## src/rtl/mem_arb_pkg.sv

```systemverilog
`default_nettype none
// ============================================================================
//  Module      : mem_arb_pkg
//  Description : Shared types and constants for the unified-memory port
//                arbiter: owner encoding, default widths and starve counter
//                width.
//  Revision    : 1.0 - initial release
// ============================================================================
package mem_arb_pkg;

    // Which requester owns an outstanding read.
    typedef enum logic {
        OWN_IF = 1'b0,
        OWN_D  = 1'b1
    } owner_e;

    localparam int c_def_addr_w = 32;
    localparam int c_def_data_w = 32;
    localparam int c_starve_w   = 4;

endpackage : mem_arb_pkg
`default_nettype wire

```

## src/rtl/arb_owner_fifo.sv

```systemverilog
`default_nettype none
// ============================================================================
//  Module      : arb_owner_fifo
//  Description : In-order FIFO of read owners (OWN_IF / OWN_D), one entry per
//                outstanding memory read. Push and pop in the same cycle are
//                legal when full; the count is then unchanged.
//  Ports       : clk, rst_n (async active-low)
//                i_push/i_push_own  - enqueue an owner
//                i_pop              - dequeue the head (ignored when empty)
//                o_full/o_empty     - status
//                o_count            - number of entries held
//                o_head             - owner at the head
//  Revision    : 1.0 - initial release
// ============================================================================
module arb_owner_fifo
    import mem_arb_pkg::*;
#(
    parameter int DEPTH = 4
) (
    input  logic                     clk,
    input  logic                     rst_n,
    input  logic                     i_push,
    input  owner_e                   i_push_own,
    input  logic                     i_pop,
    output logic                     o_full,
    output logic                     o_empty,
    output logic [$clog2(DEPTH):0]   o_count,
    output owner_e                   o_head
);

    localparam int c_ptr_w = $clog2(DEPTH);
    localparam logic [c_ptr_w:0] c_depth = (c_ptr_w + 1)'(DEPTH);

    owner_e               r_mem [DEPTH];
    logic [c_ptr_w-1:0]   r_wr_ptr;
    logic [c_ptr_w-1:0]   r_rd_ptr;
    logic [c_ptr_w:0]     r_count;

    logic w_do_pop;
    logic w_do_push;

    assign o_full   = (r_count == c_depth);
    assign o_empty  = (r_count == '0);
    assign o_count  = r_count;
    assign o_head   = r_mem[r_rd_ptr];

    // A pop frees the slot the push would need, so full + pop still accepts.
    assign w_do_pop  = i_pop & ~o_empty;
    assign w_do_push = i_push & (~o_full | w_do_pop);

    // DEPTH is a power of two, so the pointers wrap by natural overflow.
    always_ff @(posedge clk or negedge rst_n) begin
        if (!rst_n) begin
            r_wr_ptr <= '0;
            r_rd_ptr <= '0;
            r_count  <= '0;
            for (int i = 0; i < DEPTH; i++) begin
                r_mem[i] <= OWN_IF;
            end
        end else begin
            if (w_do_push) begin
                r_mem[r_wr_ptr] <= i_push_own;
                r_wr_ptr        <= r_wr_ptr + 1'b1;
            end
            if (w_do_pop) begin
                r_rd_ptr <= r_rd_ptr + 1'b1;
            end
            case ({w_do_push, w_do_pop})
                2'b10:   r_count <= r_count + 1'b1;
                2'b01:   r_count <= r_count - 1'b1;
                default: r_count <= r_count;
            endcase
        end
    end

endmodule : arb_owner_fifo
`default_nettype wire

```

## src/rtl/mem_port_arbiter.sv

```systemverilog
`default_nettype none
// ============================================================================
//  Module      : mem_port_arbiter
//  Description : Shares a single-port memory between the instruction-fetch
//                port and the load/store port. Data wins over fetch unless
//                fetch has been denied STARVE_LIMIT consecutive cycles.
//                Outstanding reads are tracked in order so each response is
//                steered to its requester with no added latency.
//  Ports       : clk, rst_n (async active-low)
//                i_*  - fetch request/grant/response
//                d_*  - load/store request/grant/response
//                m_*  - memory macro interface
//                busy - at least one read outstanding
//                err  - sticky: response seen with nothing outstanding
//  Revision    : 1.0 - initial release
// ============================================================================
module mem_port_arbiter
    import mem_arb_pkg::*;
#(
    parameter int ADDR_W       = c_def_addr_w,
    parameter int DATA_W       = c_def_data_w,
    parameter int MAX_OUTST    = 4,
    parameter int STARVE_LIMIT = 3
) (
    input  logic              clk,
    input  logic              rst_n,
    input  logic              i_req,
    input  logic [ADDR_W-1:0] i_addr,
    output logic              i_gnt,
    output logic              i_rvalid,
    output logic [DATA_W-1:0] i_rdata,
    input  logic              d_req,
    input  logic              d_we,
    input  logic [ADDR_W-1:0] d_addr,
    input  logic [DATA_W-1:0] d_wdata,
    output logic              d_gnt,
    output logic              d_rvalid,
    output logic [DATA_W-1:0] d_rdata,
    output logic              m_req,
    output logic              m_we,
    output logic [ADDR_W-1:0] m_addr,
    output logic [DATA_W-1:0] m_wdata,
    input  logic              m_ready,
    input  logic              m_rvalid,
    input  logic [DATA_W-1:0] m_rdata,
    output logic              busy,
    output logic              err
);

    localparam logic [c_starve_w-1:0] c_starve_lim = c_starve_w'(STARVE_LIMIT);
    localparam logic [c_starve_w-1:0] c_starve_max = '1;

    logic [c_starve_w-1:0]        r_starve_cnt;
    logic                         r_err;

    logic                         w_force_if;
    logic                         w_sel_d;
    logic                         w_sel_valid;
    logic                         w_sel_read;
    logic                         w_pop;
    logic                         w_push;
    logic                         w_accept;
    logic                         w_full;
    logic                         w_empty;
    logic [$clog2(MAX_OUTST):0]   w_count;
    owner_e                       w_head;
    owner_e                       w_push_own;

    // ---------------------------------------------------------------- select
    assign w_force_if  = i_req & (r_starve_cnt >= c_starve_lim);
    assign w_sel_d     = ~w_force_if & d_req;
    assign w_sel_valid = w_sel_d ? d_req : i_req;
    assign w_sel_read  = w_sel_d ? ~d_we : 1'b1;
    assign w_pop       = m_rvalid & ~w_empty;

    // A read cannot issue into a full FIFO unless a response frees a slot
    // in the same cycle. Outputs are held low throughout reset.
    assign m_req    = rst_n & w_sel_valid & ~(w_sel_read & w_full & ~w_pop);
    assign m_we     = w_sel_d & d_we;
    assign m_addr   = w_sel_d ? d_addr : i_addr;
    assign m_wdata  = d_wdata;

    assign w_accept = m_req & m_ready;
    assign i_gnt    = w_accept & ~w_sel_d;
    assign d_gnt    = w_accept &  w_sel_d;

    assign w_push     = w_accept & w_sel_read;
    assign w_push_own = w_sel_d ? OWN_D : OWN_IF;

    // -------------------------------------------------------------- response
    assign i_rvalid = rst_n & w_pop & (w_head == OWN_IF);
    assign d_rvalid = rst_n & w_pop & (w_head == OWN_D);
    assign i_rdata  = m_rdata;
    assign d_rdata  = m_rdata;

    assign busy = (w_count != '0);
    assign err  = r_err;

    // ----------------------------------------------------- starve counter/err
    always_ff @(posedge clk or negedge rst_n) begin
        if (!rst_n) begin
            r_starve_cnt <= '0;
            r_err        <= 1'b0;
        end else begin
            if (i_req & ~i_gnt) begin
                if (r_starve_cnt != c_starve_max) begin
                    r_starve_cnt <= r_starve_cnt + 1'b1;
                end
            end else begin
                r_starve_cnt <= '0;
            end
            if (m_rvalid & w_empty) begin
                r_err <= 1'b1;
            end
        end
    end

    // ------------------------------------------------------------ owner FIFO
    arb_owner_fifo #(
        .DEPTH (MAX_OUTST)
    ) u_fifo (
        .clk        (clk),
        .rst_n      (rst_n),
        .i_push     (w_push),
        .i_push_own (w_push_own),
        .i_pop      (w_pop),
        .o_full     (w_full),
        .o_empty    (w_empty),
        .o_count    (w_count),
        .o_head     (w_head)
    );

endmodule : mem_port_arbiter
`default_nettype wire

```

## config.mk

```make
export PLATFORM = sky130hd
export DESIGN_NAME = mem_port_arbiter
export DESIGN_NICKNAME = d
export VERILOG_FILES = /design/src/rtl/mem_arb_pkg.sv /design/src/rtl/arb_owner_fifo.sv /design/src/rtl/mem_port_arbiter.sv
export SDC_FILE = /design/constraint.sdc
export NUM_CORES = 1
export LEC_CHECK = 0
export CAP_MARGIN = 20
export CORE_AREA = 3 3 104 106
export CTS_CLUSTER_DIAMETER = 100
export DETAILED_ROUTE_END_ITERATION = 10
export DIE_AREA = 0 0 107 109
export MAX_ROUTING_LAYER = met4
export PLACE_DENSITY = 0.73
export REMOVE_ABC_BUFFERS = 1
export SLEW_MARGIN = 20
export SYNTH_ARGS = -nofsm -noshare
export SYNTH_HDL_FRONTEND = slang
export SYNTH_SLANG_ARGS = --single-unit
```

## constraint.sdc

```tcl
create_clock -name clk -period 3.35 [get_ports clk]
set_input_delay 0.67 -clock clk [delete_from_list [all_inputs] [get_ports clk]]
set_output_delay 0.67 -clock clk [all_outputs]
set_load 0.05 [all_outputs]
```

## Word-level counts from Yosys, hierarchy flattened

Index checks and enable logic that the tools add are counted.

| cells by class | value |
|---|---|
| add/subtract/negate cells | 5 |
| $lt $le $gt $ge | 4 |
| eq/ne operators | 5 |
| multiplexer cells | 13 |
| bitwise operators | 31 |
| reductions and logical operators | 4 |

Operator list:

| operator | number |
|---|---|
| 32-bit 2-to-1 mux | 1 |
| 1-bit bitwise AND | 19 |
| 1-bit inverter | 9 |
| 4-bit 2-to-1 mux | 2 |
| 3-bit greater-or-equal comparator (second input constant) | 2 |
| 1-bit 2-to-1 mux | 6 |
| 2-bit inverter with 3-bit output | 2 |
| 3-bit case mux with 2 select lines | 1 |
| 2-bit by 1-bit adder with 2-bit output (second input constant) | 2 |
| 4-bit by 1-bit adder with 4-bit output (second input constant) | 1 |
| 4-bit bitwise mux | 1 |
| 4-bit by 2-bit greater-or-equal comparator with 1-bit output (second input constant) | 1 |
| 4-bit != test (second input constant) | 1 |
| 3-bit by 1-bit adder with 3-bit output (second input constant) | 1 |
| 3-bit equality test (second input constant) | 1 |
| 3-bit zero test | 1 |
| 3-bit by 1-bit < comparator with 1-bit output (second input constant) | 1 |
| 3-bit nonzero test | 1 |
| 3-bit by 1-bit subtractor with 3-bit output (second input constant) | 1 |
| 1-bit binary-select mux with 2-bit select | 1 |
| 1-bit demux with 2-bit select | 1 |
| 2-bit by 1-bit equality test with 1-bit output (second input constant) | 1 |
| 2-bit equality test (second input constant) | 1 |
| 2-bit by 1-bit != test with 1-bit output (second input constant) | 1 |
| 3 further kinds | 3 |

| word-level totals | value |
|---|---|
| register bits after elaboration | 16 |
| input bits | 135 |
| output and inout port bits | 136 |
| logic and storage cells | 71 |

## Depth between registers and ports, before layout

| logic depth | value |
|---|---|
| depth after elaboration | 14 |
| mapped depth | 9 |
| depth with buffers taken out | 9 |

## Cells and area by module

A second synthesis with hierarchy kept.

| unflattened totals | value |
|---|---|
| cell total of the unflattened synthesis | 225 |
| area total of the unflattened synthesis | 2233.4 µm² |

By module, submodules not included:

| module | times used | cells each | area an instance (µm²) | sequential area each (µm²) |
|---|---|---|---|---|
| mem_port_arbiter | 1 | 175 | 1615.3 | 125.1 |
| arb_owner_fifo | 1 | 50 | 618.1 | 275.3 |

## Worst setup path before layout

OpenSTA, ideal clock, no wires.

| timing path | value |
|---|---|
| kind | register to output |
| start point | register r_starve_cnt[0] |
| end point | output port d_gnt |
| arrival time | 2.468 ns |
| required time | 2.680 ns |
| setup slack | 0.212 ns |
| cell stages (with the launch flop) | 6 |
| path buffers | 1 |
| path through | dfrtp_1 ha_1 o31ai_4 nand2_2 buf_6 a211oi_1 |

| on the way | value |
|---|---|
| longest elaborated chain between the ends | 11 |
| elaborated cells between the ends (all ways) | 13 |
| classes of those cells | order compare: 1; mux: 2; bitwise: 10 |

RTL lines:

| element | line | RTL |
|---|---|---|
| start, declared | mem_port_arbiter.sv:53 | `logic [c_starve_w-1:0] r_starve_cnt;` |
| start signal, assigned | mem_port_arbiter.sv:107 | `r_starve_cnt <= r_starve_cnt + 1'b1;` |
| 4-bit by 2-bit greater-or-equal comparator with 1-bit output * | mem_port_arbiter.sv:70 | `assign w_force_if = i_req & (r_starve_cnt >= c_starve_lim);` |
| 1-bit bitwise AND * | mem_port_arbiter.sv:70 |  |
| 1-bit inverter * | mem_port_arbiter.sv:71 | `assign w_sel_d = ~w_force_if & d_req;` |
| 1-bit bitwise AND * | mem_port_arbiter.sv:71 |  |
| 1-bit 2-to-1 mux | mem_port_arbiter.sv:73 | `assign w_sel_read = w_sel_d ? ~d_we : 1'b1;` |
| 1-bit bitwise AND (2 in series) | mem_port_arbiter.sv:78 | `assign m_req = rst_n & w_sel_valid & ~(w_sel_read & w_full & ~w_pop);` |
| 1-bit inverter | mem_port_arbiter.sv:78 |  |
| 1-bit bitwise AND | mem_port_arbiter.sv:78 |  |
| 1-bit bitwise AND | mem_port_arbiter.sv:83 | `assign w_accept = m_req & m_ready;` |
| 1-bit bitwise AND * | mem_port_arbiter.sv:85 | `assign d_gnt = w_accept & w_sel_d;` |
| end, declared | mem_port_arbiter.sv:36 | `output logic d_gnt,` |

Every way passes the cells marked *; elsewhere a longest branch is shown, timed or not.

## Worst setup path after layout

| timing path | value |
|---|---|
| start point | input port i_req |
| end point | output port m_addr[2] |

| on the way | value |
|---|---|
| longest elaborated chain between the ends | 4 |

RTL lines:

| element | line | RTL |
|---|---|---|
| start, declared | mem_port_arbiter.sv:27 | `input logic i_req,` |
| 1-bit bitwise AND | mem_port_arbiter.sv:70 |  |
| 1-bit inverter | mem_port_arbiter.sv:71 |  |
| 1-bit bitwise AND | mem_port_arbiter.sv:71 |  |
| 32-bit 2-to-1 mux | mem_port_arbiter.sv:80 | `assign m_addr = w_sel_d ? d_addr : i_addr;` |
| end, declared | mem_port_arbiter.sv:41 | `output logic [ADDR_W-1:0] m_addr,` |

Every way passes these cells.

==> flow_metrics.py <==
metrics = {
    "run_status": {
        "outcome": "complete, no violations",
    },
    "placed_design": {
        "place_inst": 358,
        "post-place-ws_ns": 0.298,
        "portBuffers": 110,
        "gp_congestion": 0.969,
        "hpwlAfterDp_um": 13800,
        "place_area_um2": 2560,
    },
    "yosys": {
        "avgSynthCellArea_um2": 9.65,
        "ys.flop_type": "dfrtp_1",
        "netlist_area_um2": 2050,
        "synth_cells": 212,
        "synthAdderAreaFrac_pct": 4.65,
        "synth_edf_count": 0,
        "synth_compound_area_share_pct": 7.89,
        "netlist-cell-type-count": 36,
        "synth-simple-area-share_pct": 5.87,
        "synth_top_family_by_area": "buffers and inverters",
        "yosysSeqAreaShare_pct": 19.6,
        "synthMuxAreaShare_pct": 20.4,
        "synthXorXnorAreaFrac_pct": 3.00,
        "ys_ff_latch": 16,
        "synthArstFlopShare_pct": 100,
        "yosys_warnings": 0,
    },
    "clock_network": {
        "cts_resized": 0,
        "clk_latency_ns": 0.25,
        "postCtsHoldBufs": 0,
        "cts_setup_buffers": 0,
        "cts_max_level": 1,
        "cts-root-buf": "clkbuf_8",
        "numClockSinks": 16,
        "clockBufferDepth": 2,
        "path_clk_slew_ns": 0.06,
        "cts_tree": "done",
        "numCtsBuffers": 3,
    },
    "sta": {
        "setup_tns_ns": 0,
        "max-slew-margin-rel_pct": 66.4,
        "timing.fmax_ghz": 0.325,
        "fin_skew_ns": 0.00154,
        "finalSetupViolCount": 0,
        "slew_viol_final": 0,
        "whs_ns": 0.487,
        "grt_setup_unrepaired": "no",
        "fin_crit_ns": 3.08,
        "hold_violations": 0,
        "worst_pin_slew_ns": 0.502,
        "period_share_pct": 91.8,
        "final.setup.worst_slack_ns": 0.273,
    },
    "worst_setup_path": {
        "r2r-start": "r_starve_cnt[0]",
        "worstSetupStartpointType": "primary input",
        "crit_slowest_cell": "clkdlybuf4s50_1",
        "worst_ep_arrival_time_ns": 2.41,
        "critPathMaxFanout": 33,
        "r2r_setup_slack_ns": 0.83,
        "path_delay_family": "buffers and inverters",
        "reg2reg_to": "u_fifo.o_count[2]",
        "reg2regPathDepth": 9,
        "critPathMaxStageDelay_ns": 0.65,
        "critPathBufInv": 3,
        "path_class": "primary input to output pin",
        "required_ns": 2.68,
        "cp_cell_sequence": "clkdlybuf4s50_1, o31ai_4, nand2_2, buf_12, mux2_2, buf_4",
        "endpoint_kind": "output pin",
    },
    "power_and_ir_drop": {
        "total_power_mw": 1.26,
        "peakVddDrop_mv": 0.265,
        "p_leak_nw": 1.07,
        "powerDensity_nw_per_um2": 487,
    },
    "drt": {
        "avgViaCountPerCell": 4.59,
        "drc_errors": 0,
        "ant_nets": 0,
        "wl_per_cell_um": 41.6,
        "wl_um": 15000,
        "dr.pass1.iters": 4,
        "vias": 1658,
        "drt_iter0_drc": 96,
    },
    "hold_path": {
        "hold_class": "flip-flop to flip-flop",
        "holdPathStages": 1,
        "worstHoldStart": "err",
        "min_to": "err",
    },
    "global_route": {
        "grt_start_max_net_pins": 34,
        "grtUsageTotal_pct": 24.8,
        "grt_pass1_wl_um": 17800,
        "overflow": 0,
        "antenna_found_initial": 0,
        "grt_pass1_vias": 1661,
    },
    "layout": {
        "final_util_pct": 26.3,
        "area_delta_synth_final_pct": 27.0,
        "instances_no_fill": 361,
        "diodes": 0,
        "final_nets": 372,
        "design_area_um2": 2600,
        "drive_above_1_share_pct": 36.4,
    },
    "floorplanning": {
        "core_um2": 9860,
        "fp.dieW_um": 107,
        "dieArea_um2": 11700,
        "start_util_pct": 20.7,
        "row_count": 36,
        "io_pins": 271,
        "fp.dieH_um": 109,
    },
    "flow_run": {
        "maxCapViolCount": 0,
    },
}
final cells by class:
class	count	area (um^2)
tap	133	166
fill	999	7270
sequential	16	400
timing repair buffer	113	1100
clock buffer	3	41.3
inverter	8	30.0
multi-input combinational	88	856
state kept, by name (all words and copies together) (netlist names):
| name | count |
|---|---|
| r_starve_cnt | 4 |
| u_fifo.r_mem | 4 |
| u_fifo.o_count | 3 |
| u_fifo.r_rd_ptr | 2 |
| u_fifo.r_wr_ptr | 2 |
| err | 1 |
cells in the final DEF (no fill, tap or decap), drive strengths merged, types with 2 or more instances in the layout:
| master | n |
|---|---|
| a211oi | 2 |
| dfrtp | 16 |
| nor4b | 2 |
| inv | 8 |
| mux2 | 33 |
| o21ai | 2 |
| a21oi | 5 |
| a41oi | 4 |
| nand2 | 3 |
| xor2 | 3 |
| clkdlybuf4s50 | 72 |
| mux2i | 2 |
| nor3b | 4 |
| clkbuf | 3 |
| nand3 | 3 |
| ha | 6 |
| buf | 41 |
| nor2 | 2 |
| xnor2 | 4 |
synthesized netlist by cell type, types with 2 or more instances:
library cell  count  area (um^2)
buf_4            96          721
nand2_1           2         7.51
a21oi_1           5         25.0
a41oi_1           4         35.0
nor3b_1           4         30.0
nor2_1            2         7.51
xor2_1            3         26.3
inv_1             8         30.0
xnor2_1           4         35.0
dfrtp_1          16          400
nand3_1           3         15.0
mux2_2           32          360
ha_1              6         75.1
o21ai_0           2         10.0
buf_6             3         33.8
mux2i_1           2         20.0
layer usage:
metal | vias up | global-route usage [%] | wire, um
met5 | - | - | 0
met4 | 0 | 12.1 | 986
met3 | 26 | 20.5 | 2750
met2 | 256 | 44.9 | 7770
met1 | 719 | 16.4 | 3510
li1 | 657 | - | -
cells by family after synthesis:
kind of cell	Yosys count
buffers and inverters	108
multiplexers	36
AO/OA/AOI/OAI	20
AND/OR/NAND/NOR	18
flip-flops	16
XOR/XNOR	7
adder cells (fa/ha/maj)	7
power by group:
part / total [mW] / leakage [nW] / switching [mW] / internal, mW
sequential: 0.351 / 0.194 / 0.0784 / 0.272
clock: 0.143 / 0.0216 / 0.0637 / 0.0797
combinational: 0.770 / 0.855 / 0.419 / 0.351
how the worst max path moves through the flow:
stage / from / endpoint / slack [ns] / depth (start not counted)
5_1_grt: i_req / m_addr[2] / 0.22 / 6
2_1_floorplan: r_starve_cnt[0] / d_gnt / 0.03 / 4
3_5_place_dp: m_rvalid / u_fifo.o_count[2] / 0.30 / 9
3_3_place_gp: i_req / m_addr[30] / 0.33 / 6
6_report: i_req / m_addr[2] / 0.27 / 6
4_1_cts: i_req / m_addr[2] / 0.30 / 6
Note: power is estimated with default switching activity, not from simulation.
